--- src/rtl/mseries_sync_if.sv ---
// ---------------------------------------------------------------------------
// mseries_sync_if
//   Bus between a demodulator bit source and the m-sequence lock checker.
//
//   Parameter
//     CW            : width of the error counter; must match the checker's CW.
//
//   Signals
//     din_sig       : received hard-decision bit
//     din_valid_sig : din_sig is meaningful on this clock
//     lock_sig      : checker is locked to the PN sequence
//     err_sig       : one-cycle bit-error pulse (only while locked)
//     err_cnt_sig   : saturating error count since the last lock acquisition
//     inv_sig       : locked sequence is inverted (180-degree ambiguity)
//
//   Modports
//     master : bit source (drives data, observes status)
//     slave  : checker (consumes data, drives status)
// ---------------------------------------------------------------------------
interface mseries_sync_if #(
  parameter int CW = 16
);
  logic          din_sig;
  logic          din_valid_sig;
  logic          lock_sig;
  logic          err_sig;
  logic [CW-1:0] err_cnt_sig;
  logic          inv_sig;

  modport master (
    output din_sig,
    output din_valid_sig,
    input  lock_sig,
    input  err_sig,
    input  err_cnt_sig,
    input  inv_sig
  );

  modport slave (
    input  din_sig,
    input  din_valid_sig,
    output lock_sig,
    output err_sig,
    output err_cnt_sig,
    output inv_sig
  );
endinterface

--- src/rtl/mseries_sync.sv ---
// ---------------------------------------------------------------------------
// mseries_sync
//   Self-synchronising m-sequence checker for the demodulator output.
//   Each received bit is predicted from the previous N received bits using
//   the generator recurrence. After LOCK_CNT consecutive correct predictions
//   the checker locks, then flags every mismatch as a bit error and drops
//   lock when UNLOCK_TH errors land inside one WIN-bit monitor window.
//
//   Parameters
//     N         : LFSR degree / history width (>= 2)
//     TAPS      : bit i set => b[k-(i+1)] feeds the prediction
//     LOCK_CNT  : consecutive good predictions needed to lock
//     WIN       : monitor window length in valid bits (>= 2)
//     UNLOCK_TH : errors within one window that force loss of lock
//     CW        : error counter width (must match the interface CW)
//
//   Ports
//     clk_sig   : clock, rising edge
//     rst_sig   : synchronous active-high reset
//     bus       : mseries_sync_if.slave (din/valid in; lock/err/count/inv out)
//
//   Build option
//     MSYNC_INVERT_EN : when defined, the checker also hunts for the
//                       bit-inverted sequence and reports it on inv_sig.
//                       When undefined, inv_sig is constant 0.
//
//   All outputs are registered: a valid bit sampled on edge k is reflected
//   on the outputs right after edge k.
// ---------------------------------------------------------------------------
module mseries_sync #(
  parameter int           N         = 4,
  parameter logic [N-1:0] TAPS      = 4'b1100,
  parameter int           LOCK_CNT  = 8,
  parameter int           WIN       = 32,
  parameter int           UNLOCK_TH = 4,
  parameter int           CW        = 16
) (
  input  logic          clk_sig,
  input  logic          rst_sig,
  mseries_sync_if.slave bus
);

  typedef enum logic [1:0] {
    SEARCH = 2'd0,
    CHECK  = 2'd1,
    LOCK   = 2'd2
  } state_t;

  localparam int FW = $clog2(N + 1);
  localparam int RW = $clog2(LOCK_CNT + 1);
  localparam int WW = $clog2(WIN);
  localparam int EW = $clog2(UNLOCK_TH + 1);

  localparam logic [FW-1:0] FILL_LAST = FW'(N - 1);
  localparam logic [RW-1:0] RUN_LAST  = RW'(LOCK_CNT - 1);
  localparam logic [WW-1:0] WIN_LAST  = WW'(WIN - 1);
  localparam logic [EW-1:0] ERR_LAST  = EW'(UNLOCK_TH - 1);

  // Error counter increment that sticks at all-ones.
  function automatic logic [CW-1:0] sat_inc(input logic [CW-1:0] v);
    logic [CW-1:0] r;
    r = (&v) ? v : v + CW'(1);
    return r;
  endfunction

  // Registered state (one stage: sample edge -> outputs)
  state_t        state_p1,   state_nx;
  logic [N-1:0]  hist_p1,    hist_nx;
  logic [FW-1:0] fill_p1,    fill_nx;
  logic [RW-1:0] run_p1,     run_nx;
  logic [WW-1:0] win_cnt_p1, win_cnt_nx;
  logic [EW-1:0] win_err_p1, win_err_nx;
  logic          lock_p1,    lock_nx;
  logic          err_p1,     err_nx;
  logic [CW-1:0] err_cnt_p1, err_cnt_nx;
  logic          inv_p1,     inv_nx;
`ifdef MSYNC_INVERT_EN
  logic [RW-1:0] irun_p1,    irun_nx;
`endif

  // Prediction from the current history (before this bit is shifted in).
  logic pred;
  logic match_pos;
  logic match_neg;
  logic match;

  assign pred      = ^(hist_p1 & TAPS);
  assign match_pos = (bus.din_sig == pred);
  assign match_neg = (bus.din_sig != pred);
  assign match     = inv_p1 ? match_neg : match_pos;

  // Next-state / output logic
  always_comb begin
    state_nx   = state_p1;
    hist_nx    = hist_p1;
    fill_nx    = fill_p1;
    run_nx     = run_p1;
    win_cnt_nx = win_cnt_p1;
    win_err_nx = win_err_p1;
    lock_nx    = lock_p1;
    err_nx     = 1'b0;
    err_cnt_nx = err_cnt_p1;
    inv_nx     = inv_p1;
`ifdef MSYNC_INVERT_EN
    irun_nx    = irun_p1;
`endif

    if (bus.din_valid_sig) begin
      // History shifts in every state; hist[0] is the newest bit.
      hist_nx = {hist_p1[N-2:0], bus.din_sig};

      case (state_p1)
        SEARCH: begin
          fill_nx = fill_p1 + FW'(1);
          if (fill_p1 == FILL_LAST) begin
            state_nx = CHECK;
            run_nx   = '0;
`ifdef MSYNC_INVERT_EN
            irun_nx  = '0;
`endif
          end
        end

        CHECK: begin
          run_nx = match_pos ? run_p1 + RW'(1) : '0;
`ifdef MSYNC_INVERT_EN
          irun_nx = match_neg ? irun_p1 + RW'(1) : '0;
`endif
          // Normal polarity takes priority if both runs complete together.
          if (match_pos && (run_p1 == RUN_LAST)) begin
            state_nx   = LOCK;
            lock_nx    = 1'b1;
            err_cnt_nx = '0;
            win_cnt_nx = '0;
            win_err_nx = '0;
            inv_nx     = 1'b0;
          end
`ifdef MSYNC_INVERT_EN
          else if (match_neg && (irun_p1 == RUN_LAST)) begin
            state_nx   = LOCK;
            lock_nx    = 1'b1;
            err_cnt_nx = '0;
            win_cnt_nx = '0;
            win_err_nx = '0;
            inv_nx     = 1'b1;
          end
`endif
        end

        LOCK: begin
          if (!match) begin
            err_nx     = 1'b1;
            err_cnt_nx = sat_inc(err_cnt_p1);
          end
          // Unlock is evaluated before the window wrap so that an error on
          // the last bit of a window still counts toward that window.
          if (!match && (win_err_p1 == ERR_LAST)) begin
            state_nx = SEARCH;
            lock_nx  = 1'b0;
            fill_nx  = '0;
            inv_nx   = 1'b0;
          end else if (win_cnt_p1 == WIN_LAST) begin
            win_cnt_nx = '0;
            win_err_nx = '0;
          end else begin
            win_cnt_nx = win_cnt_p1 + WW'(1);
            win_err_nx = win_err_p1 + (match ? EW'(0) : EW'(1));
          end
        end

        default: begin
          state_nx = SEARCH;
          fill_nx  = '0;
          lock_nx  = 1'b0;
          inv_nx   = 1'b0;
        end
      endcase
    end
  end

  // State register
  always_ff @(posedge clk_sig) begin
    if (rst_sig) begin
      state_p1   <= SEARCH;
      hist_p1    <= '0;
      fill_p1    <= '0;
      run_p1     <= '0;
      win_cnt_p1 <= '0;
      win_err_p1 <= '0;
      lock_p1    <= 1'b0;
      err_p1     <= 1'b0;
      err_cnt_p1 <= '0;
      inv_p1     <= 1'b0;
`ifdef MSYNC_INVERT_EN
      irun_p1    <= '0;
`endif
    end else begin
      state_p1   <= state_nx;
      hist_p1    <= hist_nx;
      fill_p1    <= fill_nx;
      run_p1     <= run_nx;
      win_cnt_p1 <= win_cnt_nx;
      win_err_p1 <= win_err_nx;
      lock_p1    <= lock_nx;
      err_p1     <= err_nx;
      err_cnt_p1 <= err_cnt_nx;
      inv_p1     <= inv_nx;
`ifdef MSYNC_INVERT_EN
      irun_p1    <= irun_nx;
`endif
    end
  end

  assign bus.lock_sig    = lock_p1;
  assign bus.err_sig     = err_p1;
  assign bus.err_cnt_sig = err_cnt_p1;
`ifdef MSYNC_INVERT_EN
  assign bus.inv_sig     = inv_p1;
`else
  assign bus.inv_sig     = 1'b0;
`endif

endmodule
--- src/flat_wrapper.sv ---
// flat-port wrapper written by rule: the top's interface ports become plain ports
module mseries_sync_flat 
#(
  parameter int           N         = 4,
  parameter logic [N-1:0] TAPS      = 4'b1100,
  parameter int           LOCK_CNT  = 8,
  parameter int           WIN       = 32,
  parameter int           UNLOCK_TH = 4,
  parameter int           CW        = 16
)
  (clk_sig, rst_sig, bus_din_sig, bus_din_valid_sig, bus_lock_sig, bus_err_sig, bus_err_cnt_sig, bus_inv_sig);
  mseries_sync_if #(.CW(CW)) bus_i ();
  input  logic clk_sig;
  input  logic rst_sig;
  input wire logic [$bits(bus_i.din_sig)-1:0] bus_din_sig;
  input wire logic [$bits(bus_i.din_valid_sig)-1:0] bus_din_valid_sig;
  output wire logic [$bits(bus_i.lock_sig)-1:0] bus_lock_sig;
  output wire logic [$bits(bus_i.err_sig)-1:0] bus_err_sig;
  output wire logic [$bits(bus_i.err_cnt_sig)-1:0] bus_err_cnt_sig;
  output wire logic [$bits(bus_i.inv_sig)-1:0] bus_inv_sig;
  assign bus_i.din_sig = bus_din_sig;
  assign bus_i.din_valid_sig = bus_din_valid_sig;
  assign bus_lock_sig = bus_i.lock_sig;
  assign bus_err_sig = bus_i.err_sig;
  assign bus_err_cnt_sig = bus_i.err_cnt_sig;
  assign bus_inv_sig = bus_i.inv_sig;
  mseries_sync #(.N(N), .TAPS(TAPS), .LOCK_CNT(LOCK_CNT), .WIN(WIN), .UNLOCK_TH(UNLOCK_TH), .CW(CW)) u_core (.clk_sig(clk_sig), .rst_sig(rst_sig), .bus(bus_i));
endmodule
--- config.mk ---
export PLATFORM = sky130hd
export DESIGN_NAME = mseries_sync_flat
export DESIGN_NICKNAME = d
export VERILOG_FILES = /design/src/rtl/mseries_sync_if.sv /design/src/rtl/mseries_sync.sv /design/src/flat_wrapper.sv
export SDC_FILE = /design/constraint.sdc
export NUM_CORES = 1
export LEC_CHECK = 0
export BUFFER_PORTS_ARGS = -buffer_cell sky130_fd_sc_hd__buf_2
export CAP_MARGIN = 10
export CORE_MARGIN = 2
export CORE_UTILIZATION = 64
export CTS_BUF_LIST = sky130_fd_sc_hd__clkbuf_8
export CTS_CLUSTER_SIZE = 8
export DETAILED_ROUTE_END_ITERATION = 12
export GPL_ROUTABILITY_DRIVEN = 0
export PLACE_DENSITY = 0.86
export REMOVE_ABC_BUFFERS = 1
export SLEW_MARGIN = 30
export SYNTH_ARGS = -nofsm -noshare
export SYNTH_HDL_FRONTEND = slang
export SYNTH_SLANG_ARGS = --single-unit
export TNS_END_PERCENT = 50
--- constraint.sdc ---
create_clock -name clk_sig -period 2.95 [get_ports clk_sig]
set_clock_uncertainty 0.15 [all_clocks]
set_input_delay 0 -clock clk_sig [delete_from_list [all_inputs] [get_ports clk_sig]]
set_output_delay 0 -clock clk_sig [all_outputs]
set_load 0.02 [all_outputs]
==> metrics.md <==
| Metric | Value |
|---|---|
| Avg Cell Area, Syn | `8.39 um^2` |
| Fmax | `423 MHz` |
| Critical path startpoint | `u_core.bus.err_cnt_sig[0]` |
| Root Driver | `clkbuf_8` |
| Clk buf depth | `2` |
| TritonCTS buffer count | `5` |
| Highest Signal Layer | `met4` |
| Least-Margin Pin Slew | `0.689 ns` |
| Worst Reg-to-Reg Cells | `6` |
| Post-DRT Antenna Nets | `0` |
| #FFs+latches synth | `39` |
| Yosys warnings | `0` |
| Core area | `2980 um^2` |
| Synth top area share | `0.398` |
| Nets | `267` |
| Leakage Power | `0.810 nW` |
| Adder-Cell Fraction of Synth Area | `0.0510` |
| Vias in the first global route | `1612` |
| Setup violators final | `0` |
| Clock sink total | `39` |
| Post-synth ARST share | `0` |
| Main synth FF type | `dfxtp_1` |
| Flop-to-flop setup slack | `0.58 ns` |
| DRT met1 WL | `1900 um` |
| CTS hold repair buffers | `3` |
| Initial antenna violation count | `0` |
| # Post-CTS Setup Buffers | `0` |
| Setup TNS | `0 ns` |
| CP required | `3.00 ns` |
| Drt via density | `6.24` |
| DRT Wirelength | `4200 um` |
| Cell taking the most area after synthesis | `dfxtp_1` |
| CP Depth | `6` |
| Top cells by count, synth | `39 x dfxtp_1, 26 x a21oi_1, 22 x nor2_1` |
| Final core utilization | `0.742` |
| Post-layout min period | `2.37 ns` |
| EDFF count, synth | `0` |
| Die area | `3530 um^2` |
| Simple-gate share of the synthesized area | `0.269` |
| TritonCTS clock tree | `done` |
| Top delay family on crit path | `compound AO/OA/AOI/OAI gates` |
| Metal2 WL | `1960 um` |
| Final WS setup | `0.584 ns` |
| Top-Level Pins | `23` |
| Wire per inst | `14.5 um` |
| Cell Area, Synth | `1960 um^2` |
| Reg-to-Reg Start | `u_core.bus.err_cnt_sig[0]` |
| First-pass GRT wire length | `7100 um` |
| Seq/Total Area, Yosys | `0.398` |
| Diodes inserted | `0` |
| PortBufs | `21` |
| Pre-CTS setup slack | `0.603 ns` |
| Htree depth | `2` |
| RSZ-0062 raised after global routing | `false` |
| Critical Path Slowest Stage Cell | `nor4_2` |
| Clock-pin slew on the worst setup and hold paths | `0.08 ns` |
| Final Slew Violations | `0` |
| Hold Fails Final Rpt | `0` |
| Synth Area in XOR/XNOR | `0.0121` |
| Vias | `1804` |
| Count leader, synth | `dfxtp_1` |
| Dpl hpwl | `2760 um` |
| DRT Pass-1 Iters | `5` |
| VDD IR max | `0.390 mV` |
| Crit path cell chain | `ha_1, nand4_1, nor4_2, o21a_1, a21oi_1, a211oi_1` |
| End of the critical path | `u_core.bus.err_cnt_sig[11]` |
| Cell Rows | `20` |
| Largest family of logic cells by synthesized area | `simple AND/OR/NAND/NOR gates` |
| Cell count after synthesis | `234` |
| Synth area leaders | `dfxtp_1 40%, a21oi_1 6.6%, ha_1 5.1%` |
| Power Density | `471 nW/um^2` |
| Starting density of the core | `0.659` |
| Mux cell area share after synthesis | `0.0204` |
| Post-synth cell types | `45` |
| Critical path buffers and inverters | `0` |
| 1st-iter DRT viols | `88` |
| Largest stage delay, worst path | `0.49 ns` |
| Largest net degree at the start of global routing | `40` |
| Post-cts repair resize count | `0` |
| Max Cap Viol | `0` |
| Compound-cell area share of the yosys netlist | `0.214` |
| Min-delay worst type | `input port to register` |
| Reg2reg end | `u_core.bus.err_cnt_sig[11]` |
| Slew margin rel. | `0.541` |
| Final worst-path cycle share | `0.802` |
| Crit path launch type | `register` |
| DRC | `0` |
| Total global routing track utilization | `0.266` |
| Critical path class | `register to register` |
| Clock insertion delay at the later pin of the skew report | `0.30 ns` |
| Total gr overflow | `0` |
| Min-Delay Path Depth | `2` |
| Pwr Total | `1.04 mW` |
| Status | `finished clean` |
| Worst EP arrival | `2.42 ns` |
| Ratio of cells with drive above 1 in the final layout | `0.152` |
| Critical Path End Type | `register` |
| Syn-to-layout area delta | `12.6%` |
| Die width | `59.4 um` |
| Worst-path maximum fanout | `11` |
| Die height | `59.4 um` |
| Met3 wire length | `240 um` |
cell type report:
type / instances / area, um^2
flip-flops and latches: 39 / 781
repair buffers: 25 / 143
multi-input cells: 181 / 1120
clock inverters: 2 / 35.0
clock buffers: 6 / 82.6
well taps: 33 / 41.3
inverters: 3 / 12.5
fillers: 218 / 767
layout by cell type (no fill, tap or decap), types with 4 or more instances in the layout:
cell type	count
dfxtp_1	39
a21oi_1	26
nor2_1	22
buf_2	21
nand3_1	17
nand2_1	16
o21ai_0	13
nor3_1	8
ha_1	8
nand2b_1	7
a31oi_1	7
clkbuf_8	6
nand4_1	5
a211oi_1	4
nand3b_1	4
mux2i_1	4
a311oi_1	4
per-stage QoR:
stage | cell area [um^2] | instances | hold slack (ns)
after floorplan | 1910 | 223 | -0.0809
after global placement | 2060 | 278 | 0.122
after detailed placement | 2060 | 278 | 0.127
after CTS | 2210 | 289 | 0.0687
after global routing | 2210 | 289 | 0.110
final | 2210 | 289 | 0.0720
cells by family after synthesis:
| logic type | count (synthesis) |
|---|---|
| DFF | 39 |
| and+or+nand+nor | 98 |
| xor gates and xnor gates | 1 |
| AOI/OAI and AO/OA | 69 |
| muxes | 4 |
| adders and majority gates | 8 |
| other | 1 |
| buffers and inverters | 14 |
where the power goes:
part / switching (mW) / internal [mW] / leakage [nW]
sequential: 0.00321 / 0.530 / 0.315
clock: 0.197 / 0.274 / 0.0612
combinational: 0.0249 / 0.0131 / 0.434
registers in the layout, indices dropped and copies added, names as in the netlist:
register                count
u_core.bus.err_cnt_sig     16
u_core.win_cnt_p1           5
u_core.hist_p1              4
u_core.run_p1               4
u_core.fill_p1              3
u_core.win_err_p1           3
u_core.state_p1             2
u_core.bus.err_sig          1
u_core.bus.lock_sig         1
layer usage:
| metal | vias to the layer above | track usage |
|---|---|---|
| li1 | 914 | - |
| met1 | 823 | 0.324 |
| met2 | 56 | 0.436 |
| met3 | 11 | 0.0699 |
| met4 | 0 | 0.123 |
| met5 | - | 0 |
worst min path at each step:
stage	endpoint	slack, ns	from
6_report	u_core.hist_p1[3]	0.07	rst_sig
5_1_grt	u_core.hist_p1[3]	0.11	rst_sig
4_1_cts	u_core.hist_p1[1]	0.07	rst_sig
3_5_place_dp	u_core.hist_p1[0]	0.13	bus_din_sig
3_3_place_gp	u_core.hist_p1[0]	0.12	bus_din_sig
2_1_floorplan	u_core.bus.err_cnt_sig[14]	-0.08	rst_sig
Note: power is estimated with default switching activity, not from simulation.
